**src/rtl/bsg_manycore_link_sif_absorber.sv**
```systemverilog
// Edge-of-array sink: absorbs forward packets, answers each with its embedded return packet,
// and swallows incoming return traffic while keeping simple statistics.
module bsg_manycore_link_sif_absorber #(
    parameter addr_width_p   = 32,
    parameter data_width_p   = 32,
    parameter x_cord_width_p = "inv",
    parameter y_cord_width_p = "inv",
    parameter fifo_els_p     = 2,
    parameter count_width_p  = 16,
    // An un-overridden "inv" collapses to 1 bit so the file still elaborates on its own.
    localparam x_w_lp = (x_cord_width_p >= 1 && x_cord_width_p <= 64) ? x_cord_width_p : 1,
    localparam y_w_lp = (y_cord_width_p >= 1 && y_cord_width_p <= 64) ? y_cord_width_p : 1,
    localparam return_packet_width_lp = 2 + data_width_p + 5 + y_w_lp + x_w_lp,
    localparam packet_width_lp = addr_width_p + 2 + data_width_p + return_packet_width_lp,
    localparam bsg_manycore_link_sif_width_lp = packet_width_lp + return_packet_width_lp + 4
) (
    input  logic                                      clk_i,
    input  logic                                      reset_i,
    input  logic [bsg_manycore_link_sif_width_lp-1:0] link_sif_i,
    output logic [bsg_manycore_link_sif_width_lp-1:0] link_sif_o,
    input  logic                                      enable_i,
    input  logic                                      clear_i,
    output logic [count_width_p-1:0]                  fwd_count_o,
    output logic [count_width_p-1:0]                  rev_count_o,
    output logic                                      first_v_o,
    output logic [packet_width_lp-1:0]                first_data_o
);

    typedef struct packed {
        logic                       v;
        logic [packet_width_lp-1:0] data;
        logic                       ready_and_rev;
    } fwd_ch_s;

    typedef struct packed {
        logic                              v;
        logic [return_packet_width_lp-1:0] data;
        logic                              ready_and_rev;
    } rev_ch_s;

    typedef struct packed {
        fwd_ch_s fwd;
        rev_ch_s rev;
    } link_sif_s;

    localparam ptr_w_lp = $clog2(fifo_els_p);

    link_sif_s link_in, link_out;
    assign link_in    = link_sif_i;
    assign link_sif_o = link_out;

    logic [return_packet_width_lp-1:0] mem_q [fifo_els_p];
    logic [ptr_w_lp:0]                 wptr_q, wptr_d, rptr_q, rptr_d;
    logic [count_width_p-1:0]          fwd_count_q, fwd_count_d, rev_count_q, rev_count_d;
    logic                              first_v_q, first_v_d;
    logic [packet_width_lp-1:0]        first_data_q, first_data_d;

    logic queue_empty, queue_full, fwd_rdy, accept, rev_v, deq;
    logic unused_link_bits;

    // Extra pointer MSB distinguishes full from empty when the index bits match.
    assign queue_empty = (wptr_q == rptr_q);
    assign queue_full  = (wptr_q[ptr_w_lp] != rptr_q[ptr_w_lp])
                      && (wptr_q[ptr_w_lp-1:0] == rptr_q[ptr_w_lp-1:0]);

    assign fwd_rdy = enable_i & ~queue_full & ~reset_i;
    assign accept  = link_in.fwd.v & fwd_rdy;
    assign rev_v   = ~queue_empty & ~reset_i;
    assign deq     = rev_v & link_in.rev.ready_and_rev;

    assign unused_link_bits = ^{link_in.fwd.ready_and_rev, link_in.rev.data};

    always_comb begin
        link_out                   = '0;
        link_out.fwd.ready_and_rev = fwd_rdy;
        link_out.rev.v             = rev_v;
        link_out.rev.data          = mem_q[rptr_q[ptr_w_lp-1:0]];
        link_out.rev.ready_and_rev = ~reset_i;
    end

    always_comb begin
        wptr_d       = wptr_q + {{ptr_w_lp{1'b0}}, accept};
        rptr_d       = rptr_q + {{ptr_w_lp{1'b0}}, deq};
        fwd_count_d  = fwd_count_q;
        rev_count_d  = rev_count_q;
        first_v_d    = first_v_q;
        first_data_d = first_data_q;
        // Clear wins over any same-cycle statistic update or capture.
        if (clear_i) begin
            fwd_count_d  = '0;
            rev_count_d  = '0;
            first_v_d    = 1'b0;
            first_data_d = '0;
        end else begin
            if (accept && !(&fwd_count_q))
                fwd_count_d = fwd_count_q + 1'b1;
            if (link_in.rev.v && !(&rev_count_q))
                rev_count_d = rev_count_q + 1'b1;
            if (accept && !first_v_q) begin
                first_v_d    = 1'b1;
                first_data_d = link_in.fwd.data;
            end
        end
    end

    always_ff @(posedge clk_i) begin
        if (reset_i) begin
            wptr_q       <= '0;
            rptr_q       <= '0;
            fwd_count_q  <= '0;
            rev_count_q  <= '0;
            first_v_q    <= 1'b0;
            first_data_q <= '0;
        end else begin
            wptr_q       <= wptr_d;
            rptr_q       <= rptr_d;
            fwd_count_q  <= fwd_count_d;
            rev_count_q  <= rev_count_d;
            first_v_q    <= first_v_d;
            first_data_q <= first_data_d;
        end
    end

    always_ff @(posedge clk_i) begin
        if (accept)
            mem_q[wptr_q[ptr_w_lp-1:0]] <= link_in.fwd.data[return_packet_width_lp-1:0];
    end

    assign fwd_count_o  = fwd_count_q;
    assign rev_count_o  = rev_count_q;
    assign first_v_o    = first_v_q;
    assign first_data_o = first_data_q;

`ifndef SYNTHESIS
    always_ff @(posedge clk_i) begin
        if (!reset_i && accept)
            $warning("link_sif_absorber: forward packet absorbed at the array edge");
        if (!reset_i && link_in.rev.v)
            $warning("link_sif_absorber: stray return packet discarded at the array edge");
    end
`endif

endmodule

```
**config.mk**
```make
export PLATFORM = sky130hd
export DESIGN_NAME = bsg_manycore_link_sif_absorber
export DESIGN_NICKNAME = d
export VERILOG_FILES = /design/src/rtl/bsg_manycore_link_sif_absorber.sv
export SDC_FILE = /design/constraint.sdc
export NUM_CORES = 1
export LEC_CHECK = 0
export CORE_UTILIZATION = 25
export CTS_CLUSTER_DIAMETER = 120
export DETAILED_ROUTE_END_ITERATION = 6
export GPL_TIMING_DRIVEN = 0
export PLACE_DENSITY = 0.52
export SETUP_SLACK_MARGIN = 0.1
export SYNTH_ARGS = -nofsm -noshare
export SYNTH_HDL_FRONTEND = slang
export SYNTH_SLANG_ARGS = --single-unit
export TNS_END_PERCENT = 10
```
**constraint.sdc**
```tcl
create_clock -name clk_i -period 6.51 [get_ports clk_i]
set_input_delay 1.302 -clock clk_i [delete_from_list [all_inputs] [get_ports clk_i]]
set_output_delay 1.302 -clock clk_i [all_outputs]
set_load 0.03 [all_outputs]
```
==> flow_summary.ini, run 1 <==
[min_path]
hold_class = reg2reg

[clock_network]
clk_latency_ns = 0.53
hold_buffers = 0
postCtsSetupBuffers = 0
cts_sinks = 226
path_clk_slew_ns = 0.06
cts_tree = done
cts.htree.levels = 1
numCtsBuffers = 27
post_cts_resized = 0
clockRootBuffer = clkbuf_16
clockBufferDepth = 3

[power_and_ir_drop]
powerDensity_mw_per_mm2 = 243
p_int_mw = 2.64
p_sw_mw = 0.842
swShare = 0.242
vdd_drop_max_mv = 0.124
seq_power_share = 0.429
clockPowerShare = 0.450
leakage_nw = 5.15
combPwrFrac = 0.121

[sta]
fin_skew_ns = 0.00526
slew_headroom = 0.323
finalSetupTns_ns = 0
drv_slew = 0
rsz0062_at_grt = no
fmax_mhz = 211
hold-worst-slack_ns = 0.452
tightest_slew_ns = 1.01
finalHoldViolCount = 0
finalCritPeriodShare = 0.727
fin_crit_ns = 4.73
setup_viol = 0

[route]
vias = 7741
drtIter0Drc = 299
viasPerCell = 4.15
wl_um = 29500
antenna_left = 0
drcViolationCount = 0
first_pass_iters = 5
wire_per_inst_um = 15.8

[setup_path]
cp-start-kind = primary input
slowest_stage = clkdlybuf4s50_1
cp_cell_sequence = clkdlybuf4s50_1, clkbuf_1, inv_1, o211a_1, buf_4, clkdlybuf4s50_1
critical_path_buf_inv_count = 5
cp_top_family = buffers and inverters
required_ns = 5.21
crit_top_cell = clkdlybuf4s50_1
critPathKind = in2out
crit_fanout = 10
cp-end-kind = output port
slowest_delay_ns = 0.65
cp.arrival_ns = 3.43

[grt]
grt_usage = 0.149
grt_start_max_net_pins = 26
grt_overflow = 0
antenna_found_initial = 5
grt_pass1_wl_um = 44300
grtUsageMet3 = 0.0457
grt_pass1_vias = 7566
grt_use_met2 = 0.261
met1_usage = 0.178
busiest_layer = met2

[yosys]
synth_warnings = 0
synthArstFlopShare = 0
syn_area_mm2 = 0.00938
synth_seq_cells = 226
synthTopCellsByCount = nand2_1, dfxtp_1, a21oi_1, buf_4, edfxtp_1
synth_edf_count = 82
avgSynthCellArea_um2 = 9.96
synth_most_common_cell = nand2_1
synth_ff_type = dfxtp_1
postSynthCellCount = 942
netlist_top_cells_area = dfxtp_1, edfxtp_1, nand2_1, buf_4, a21oi_1
yosysUniqueCellTypes = 51
ys_seq_area_frac = 0.570
netlist.area_leader.share = 0.307
synth_largest_area_cell = dfxtp_1

[floorplan]
rows = 70
ioPinCount = 448
die_area_mm2 = 0.0383
die_w_um = 196
core_mm2 = 0.0368
start_util = 0.255
fp.dieH_um = 196

[place]
place_hpwl_um = 21900
gp_congestion = 0.807
port_buffers = 297

[finish]
nets = 1538
n_antenna_cell = 0
syn2layout_area_growth_pct = 52.6
postLayoutCoreUtil = 0.389
drive_above_1_share = 0.152

[run_status]
outcome = complete, no violations

[run]
cap_viol_max_count = 0
power by group through the flow:
stage / combinational [mW] / sequential (mW) / clock (mW)
floorplan: 0.236 / 1.54 / 0
global placement: 0.420 / 1.52 / 0
detailed placement: 0.422 / 1.52 / 0
CTS: 0.424 / 1.49 / 1.62
global route: 0.448 / 1.50 / 1.68
finish: 0.421 / 1.49 / 1.57
state kept, by name, indices dropped and copies added, names as in the netlist:
name          flops
rptr_q            2
fwd_count_o      16
mem_q            82
rev_count_o      16
first_data_o    107
wptr_q            2
first_v_o         1
layer usage:
metal  wire length, µm  vias up
met1             12300     3498
met4               574       10
met2             14100      287
li1                  -     3894
met3              2490       52
met5                60        -
cells in the final DEF (no fill, tap or decap), drive strengths merged, types with 8 or more instances in the layout:
cell type	n
a21oi	127
buf	128
clkbuf	66
clkdlybuf4s50	297
clkinv	8
conb	108
dfxtp	144
edfxtp	82
inv	13
mux2	42
nand2	236
nand3	16
nand4	9
nor2	13
nor4	8
o21ai	10
or3	9
or4	10
kinds of logic (layout without fill, tap and decap cells):
family	count (synthesis)	count (layout)	share of synthesized area
XOR/XNOR	6	6	0.00560
flip-flops	226	226	0.570
adder cells (fa/ha/maj)	5	5	0.00667
AND/OR/NAND/NOR	322	322	0.149
multiplexers	49	49	0.0579
buffers and inverters	171	519	0.114
other	1	108	0.000400
AO/OA/AOI/OAI	162	162	0.0965
worst register-to-register path, delay by kind of cell, from the launching register on:
| kind | cells | cell delay, ns |
|---|---|---|
| DFF | 1 | 0.33 |
| adders and majority gates | 1 | 0.72 |
| buffers and inverters | 3 | 0.71 |
| xor gates and xnor gates | 1 | 0.36 |
| AOI/OAI and AO/OA | 1 | 0.20 |
stage by stage:
step | instance area, µm² | power, mW | setup WS, ns | instances
2_1_floorplan | 9790 | 1.78 | 3.14 | 1049
3_3_place_gp | 13300 | 1.94 | 1.63 | 1814
3_5_place_dp | 13400 | 1.95 | 1.80 | 1816
4_1_cts | 14300 | 3.54 | 1.79 | 1865
5_1_grt | 14300 | 3.62 | 1.67 | 1865
6_report | 14300 | 3.48 | 1.78 | 1865
area by class of cell:
cell class              instances  area, µm²
flip-flops and latches        226       5350
clock inverters                15        204
plain buffers                 158       1020
repair buffers                299       3020
inverters                      13       48.8
fillers                      3733      22500
multi-input cells             652       3370
clock buffers                  34        722
well taps                     468        586
final timing paths:
path	from	to	slack (ns)	cells past startpoint
min	first_data_o[96]	first_data_o[96]	0.45	2
max	reset_i	link_sif_o[43]	1.78	6
max reg2reg	rptr_q[0]	mem_q[0][34]	3.89	6
min reg2reg	first_data_o[96]	first_data_o[96]	0.45	2
No activity file was read; power rests on OpenSTA's default activity.
==> inputs of run 2 (changes only) <==
--- a/config.mk
+++ b/config.mk
@@ -9,7 +9,7 @@
 export CTS_CLUSTER_DIAMETER = 120
 export DETAILED_ROUTE_END_ITERATION = 6
 export GPL_TIMING_DRIVEN = 0
-export PLACE_DENSITY = 0.52
+export PLACE_DENSITY = 0.54
 export SETUP_SLACK_MARGIN = 0.1
 export SYNTH_ARGS = -nofsm -noshare
 export SYNTH_HDL_FRONTEND = slang
==> constraint.sdc (replaced) <==
create_clock -name clk_i -period 4.35 [get_ports clk_i]
set_input_delay 0.87 -clock clk_i [delete_from_list [all_inputs] [get_ports clk_i]]
set_output_delay 0.87 -clock clk_i [all_outputs]
set_load 0.03 [all_outputs]
==> run 2 against run 1 <==
Against the previous run: highest routed layer is now met4; final cell count shrank 0.11%; register-to-register slack lost 2.1 ns; clock skew grew 0.0045 ns; worst hold slack is essentially flat; cell area shrank 0.75%; die area is the same; clock power grew 34%; sequential share of layout area grew 0.28 points; first-iteration DRC count shrank 2.0%; flip-flop and latch count is the same; utilization shrank 0.29 points; count of clock-buffer cells in the layout grew 5.
==> flow_summary.ini, run 2 (same netlist as run 1, synthesis figures left out) <==
[setup_path]
required_ns = 3.48
cp.arrival_ns = 2.96
slowest_delay_ns = 0.65
critical_path_buf_inv_count = 5
slowest_stage = clkdlybuf4s50_1
cp-end-kind = output port
cp_top_family = buffers and inverters
cp_cell_sequence = clkdlybuf4s50_1, clkbuf_1, inv_1, o211a_1, buf_4, clkdlybuf4s50_1
critPathKind = in2out
crit_fanout = 10
cp-start-kind = primary input
crit_top_cell = clkdlybuf4s50_1

[grt]
grt_start_max_net_pins = 33
grt_pass1_vias = 7588
grt_usage = 0.145
grt_pass1_wl_um = 43700
antenna_found_initial = 0
grt_overflow = 0

[finish]
final_common_cell = clkdlybuf4s50_1
layout_common_cells = clkdlybuf4s50_1, nand2_1, dfxtp_1
syn2layout_area_growth_pct = 51.5
drive_above_1_share = 0.151
largest_register_ff_count = 107
fillerInstances = 3685
final_area_mm2 = 0.0142
nets = 1537
instances_no_fill = 1863
n_antenna_cell = 0
postLayoutCoreUtil = 0.386

[floorplan]
start_util = 0.255
ioPinCount = 448
core_mm2 = 0.0368
die_w_um = 196
die_area_mm2 = 0.0383
fp.dieH_um = 196
rows = 70

[route]
viasPerCell = 4.21
wire_per_inst_um = 15.7
wl_um = 29300
antenna_left = 0
drcViolationCount = 0
drtIter0Drc = 293
vias = 7835
first_pass_iters = 6

[power_and_ir_drop]
power_mw = 4.98
vdd_drop_max_mv = 0.255
powerDensity_mw_per_mm2 = 350
leakage_nw = 5.10

[sta]
fin_crit_ns = 3.83
drv_slew = 0
hold-worst-slack_ns = 0.452
rsz0062_at_grt = no
finalCritPeriodShare = 0.881
fin_skew_ns = 0.00979
tightest_slew_ns = 0.985
fmax_mhz = 261
finalSetupTns_ns = 0
fin_ws_ns = 0.519
finalHoldViolCount = 0
setup_viol = 0
slew_headroom = 0.342

[place]
place_area_mm2 = 0.0134
port_buffers = 297
dp.cells = 1816
gp_congestion = 0.812
place_hpwl_um = 21300
dp_slack_ns = 0.490

[clock_network]
path_clk_slew_ns = 0.06
cts_tree = done
numCtsBuffers = 26
clockRootBuffer = clkbuf_16
post_cts_resized = 0
clockBufferDepth = 3
postCtsSetupBuffers = 0
clk_latency_ns = 0.53
cts.htree.levels = 1
hold_buffers = 0
cts_sinks = 226

[run_status]
outcome = complete, no violations

[run]
cap_viol_max_count = 0

[min_path]
hold_class = reg2reg
[run 2: layer usage]
layer,GRT usage,up-vias,wire [µm]
li1,-,3890,-
met1,0.178,3614,12800
met2,0.252,295,13800
met3,0.0371,36,2110
met4,0.0341,0,658
met5,0,-,0
[run 2: where the power goes]
part / switching, mW / leakage (nW) / internal, mW
Combinational: 0.366 / 2.79 / 0.263
Clock: 0.870 / 0.402 / 1.24
Sequential: 0.0129 / 1.91 / 2.22
[run 2: tightest hold or removal path, delay by kind of cell (launching register included)]
family | cells | cell delay (ns)
AND/OR/NAND/NOR | 1 | 0.05
AO/OA/AOI/OAI | 1 | 0.05
flip-flops | 1 | 0.30
[run 2: area by class of cell]
class                           count  area [µm²]  share of cell area
Clock inverter                      8        76.3             0.00537
Multi-Input combinational cell    652        3370               0.237
Inverter                           13        48.8             0.00343
Buffer                            158        1020              0.0720
Clock buffer                       39         749              0.0527
Tap cell                          468         586              0.0412
Sequential cell                   226        5350               0.376
Timing Repair Buffer              299        3010               0.212
[run 2: final timing paths]
kind | startpoint | endpoint | slack (ns) | depth (start not counted)
setup / recovery | reset_i | link_sif_o[43] | 0.52 | 6
hold / removal | first_data_o[55] | first_data_o[55] | 0.45 | 2
hold reg to reg | first_data_o[55] | first_data_o[55] | 0.45 | 2
setup reg to reg | rptr_q[0] | first_data_o[67] | 1.81 | 7
==> inputs of run 3 (changes only) <==
--- a/config.mk
+++ b/config.mk
@@ -5,11 +5,13 @@
 export SDC_FILE = /design/constraint.sdc
 export NUM_CORES = 1
 export LEC_CHECK = 0
+export CORE_MARGIN = 3
 export CORE_UTILIZATION = 25
 export CTS_CLUSTER_DIAMETER = 120
 export DETAILED_ROUTE_END_ITERATION = 6
 export GPL_TIMING_DRIVEN = 0
 export PLACE_DENSITY = 0.54
+export RECOVER_POWER = 25
 export SETUP_SLACK_MARGIN = 0.1
 export SYNTH_ARGS = -nofsm -noshare
 export SYNTH_HDL_FRONTEND = slang
==> run 3 against run 2 <==
Against the previous run: utilization is 0.23 points higher; via count is 0.37% higher; wire length is 3.2% higher; sequential power hardly changed; clock skew is 0.0015 ns lower; count of clock-buffer cells in the layout is 4 lower; setup slack worse by 0.075 ns; maximum frequency is 1.9% lower.
==> flow_summary.ini, run 3 (same netlist as run 1, synthesis figures left out) <==
[setup_path]
cp-end-kind = output port
cp.arrival_ns = 3.04
critPathKind = in2out
slowest_delay_ns = 0.73
cp-start-kind = primary input
crit_fanout = 10
cp_cell_sequence = dlygate4sd3_1, clkbuf_1, inv_1, o211a_1, buf_4, clkdlybuf4s50_1
required_ns = 3.48
slowest_stage = dlygate4sd3_1

[finish]
layout_common_cells = nand2_1, clkdlybuf4s50_1, dfxtp_1
fillerInstances = 3676
nets = 1537
syn2layout_area_growth_pct = 52.4
drive_above_1_share = 0.150
instances_no_fill = 1866
final_common_cell = nand2_1
largest_register_ff_count = 107

[route]
drtIter0Drc = 263
vias = 7864
wl_um = 30300
first_pass_iters = 4
wire_per_inst_um = 16.2
viasPerCell = 4.21
drcViolationCount = 0
antenna_left = 0

[power_and_ir_drop]
seq_power_share = 0.434
leakage_nw = 5.22
clockPowerShare = 0.446
vdd_drop_max_mv = 0.197
p_int_mw = 3.90
swShare = 0.243
combPwrFrac = 0.121
powerDensity_mw_per_mm2 = 360
power_mw = 5.15
p_sw_mw = 1.25

[sta]
finalCritPeriodShare = 0.898
fin_crit_ns = 3.91
fin_ws_ns = 0.444
slew_headroom = 0.252
finalHoldViolCount = 0
fmax_mhz = 256
setup_viol = 0
rsz0062_at_grt = no
drv_slew = 0
fin_skew_ns = 0.00834
tightest_slew_ns = 1.11

[clock_network]
cts_tree = done
numCtsBuffers = 26
clk_latency_ns = 0.52
hold_buffers = 0
postCtsSetupBuffers = 0
clockRootBuffer = clkbuf_16
post_cts_resized = 0
cts.htree.levels = 1
clockBufferDepth = 3
cts_sinks = 226
path_clk_slew_ns = 0.06

[grt]
antenna_found_initial = 1
grt_start_max_net_pins = 33
grt_pass1_vias = 7588
grt_overflow = 0
grt_usage = 0.142
grt_pass1_wl_um = 44600

[place]
gp_congestion = 0.810
dp_slack_ns = 0.482
dp.cells = 1816
place_hpwl_um = 22500
port_buffers = 297

[run]
cap_viol_max_count = 0

[floorplan]
fp.dieH_um = 200
die_area_mm2 = 0.0399
start_util = 0.255
core_mm2 = 0.0368
rows = 70
die_w_um = 200
ioPinCount = 448

[run_status]
outcome = complete, no violations

[min_path]
hold_class = reg2reg
[run 3: cell types whose count changed in the layout (fill, tap and decap cells not counted), moves of 2 or more]
cell and delta:
clkdlybuf4s50_1 -64, dlygate4sd3_1 +64, clkbuf_8 -4, bufinv_16 +3, clkbuf_16 +2, clkinv_4 +2, diode_2 +2
[run 3: metrics by stage]
stage               setup TNS [ns]   util  cell area [µm²]  hold WS, ns
floorplan                        0      -             9790        0.542
finish                           0  0.389            14300        0.451
CTS                              0  0.389            14300        0.454
detailed placement               0  0.364            13400        0.446
global route                     0  0.389            14300        0.465
global placement             -6.61  0.363            13300        0.441
[run 3: worst paths after layout]
kind              slack, ns             start  cells past startpoint          endpoint
setup / recovery       0.44           reset_i                      6    link_sif_o[43]
hold / removal         0.45  first_data_o[86]                      2  first_data_o[86]
setup reg to reg       1.49         rptr_q[0]                      6      mem_q[1][39]
hold reg to reg        0.45  first_data_o[86]                      2  first_data_o[86]
[run 3: layout make-up]
| type | count | area [µm²] | share of cell area |
|---|---|---|---|
| clock buffer | 35 | 737 | 0.0515 |
| timing repair buffer | 299 | 3010 | 0.211 |
| tap | 468 | 586 | 0.0409 |
| multi-input combinational | 652 | 3370 | 0.236 |
| antenna | 2 | 5.00 | 0.000350 |
| inverter | 13 | 48.8 | 0.00341 |
| sequential | 226 | 5350 | 0.374 |
| buffer | 158 | 1020 | 0.0715 |
| clock inverter | 13 | 174 | 0.0122 |
[run 3: power groups by stage]
stage               Clock, mW  Combinational, mW  Sequential, mW
finish                   2.30              0.621            2.24
global route             2.46              0.666            2.24
CTS                      2.38              0.635            2.24
detailed placement          0              0.633            2.28
global placement            0              0.628            2.28
floorplan                   0              0.354            2.31
[run 3: worst max-delay path, delay by kind of cell]
kind / cells / cell delay (ns)
AOI/OAI and AO/OA: 1 / 0.15
buffers and inverters: 5 / 2.00
[run 3: metal layers]
layer | track usage | wire, µm | share of wire
met3 | 0.0450 | 2960 | 0.098
met2 | 0.242 | 14300 | 0.47
met4 | 0.0320 | 507 | 0.017
met5 | 0 | 0 | 0
met1 | 0.177 | 12500 | 0.41
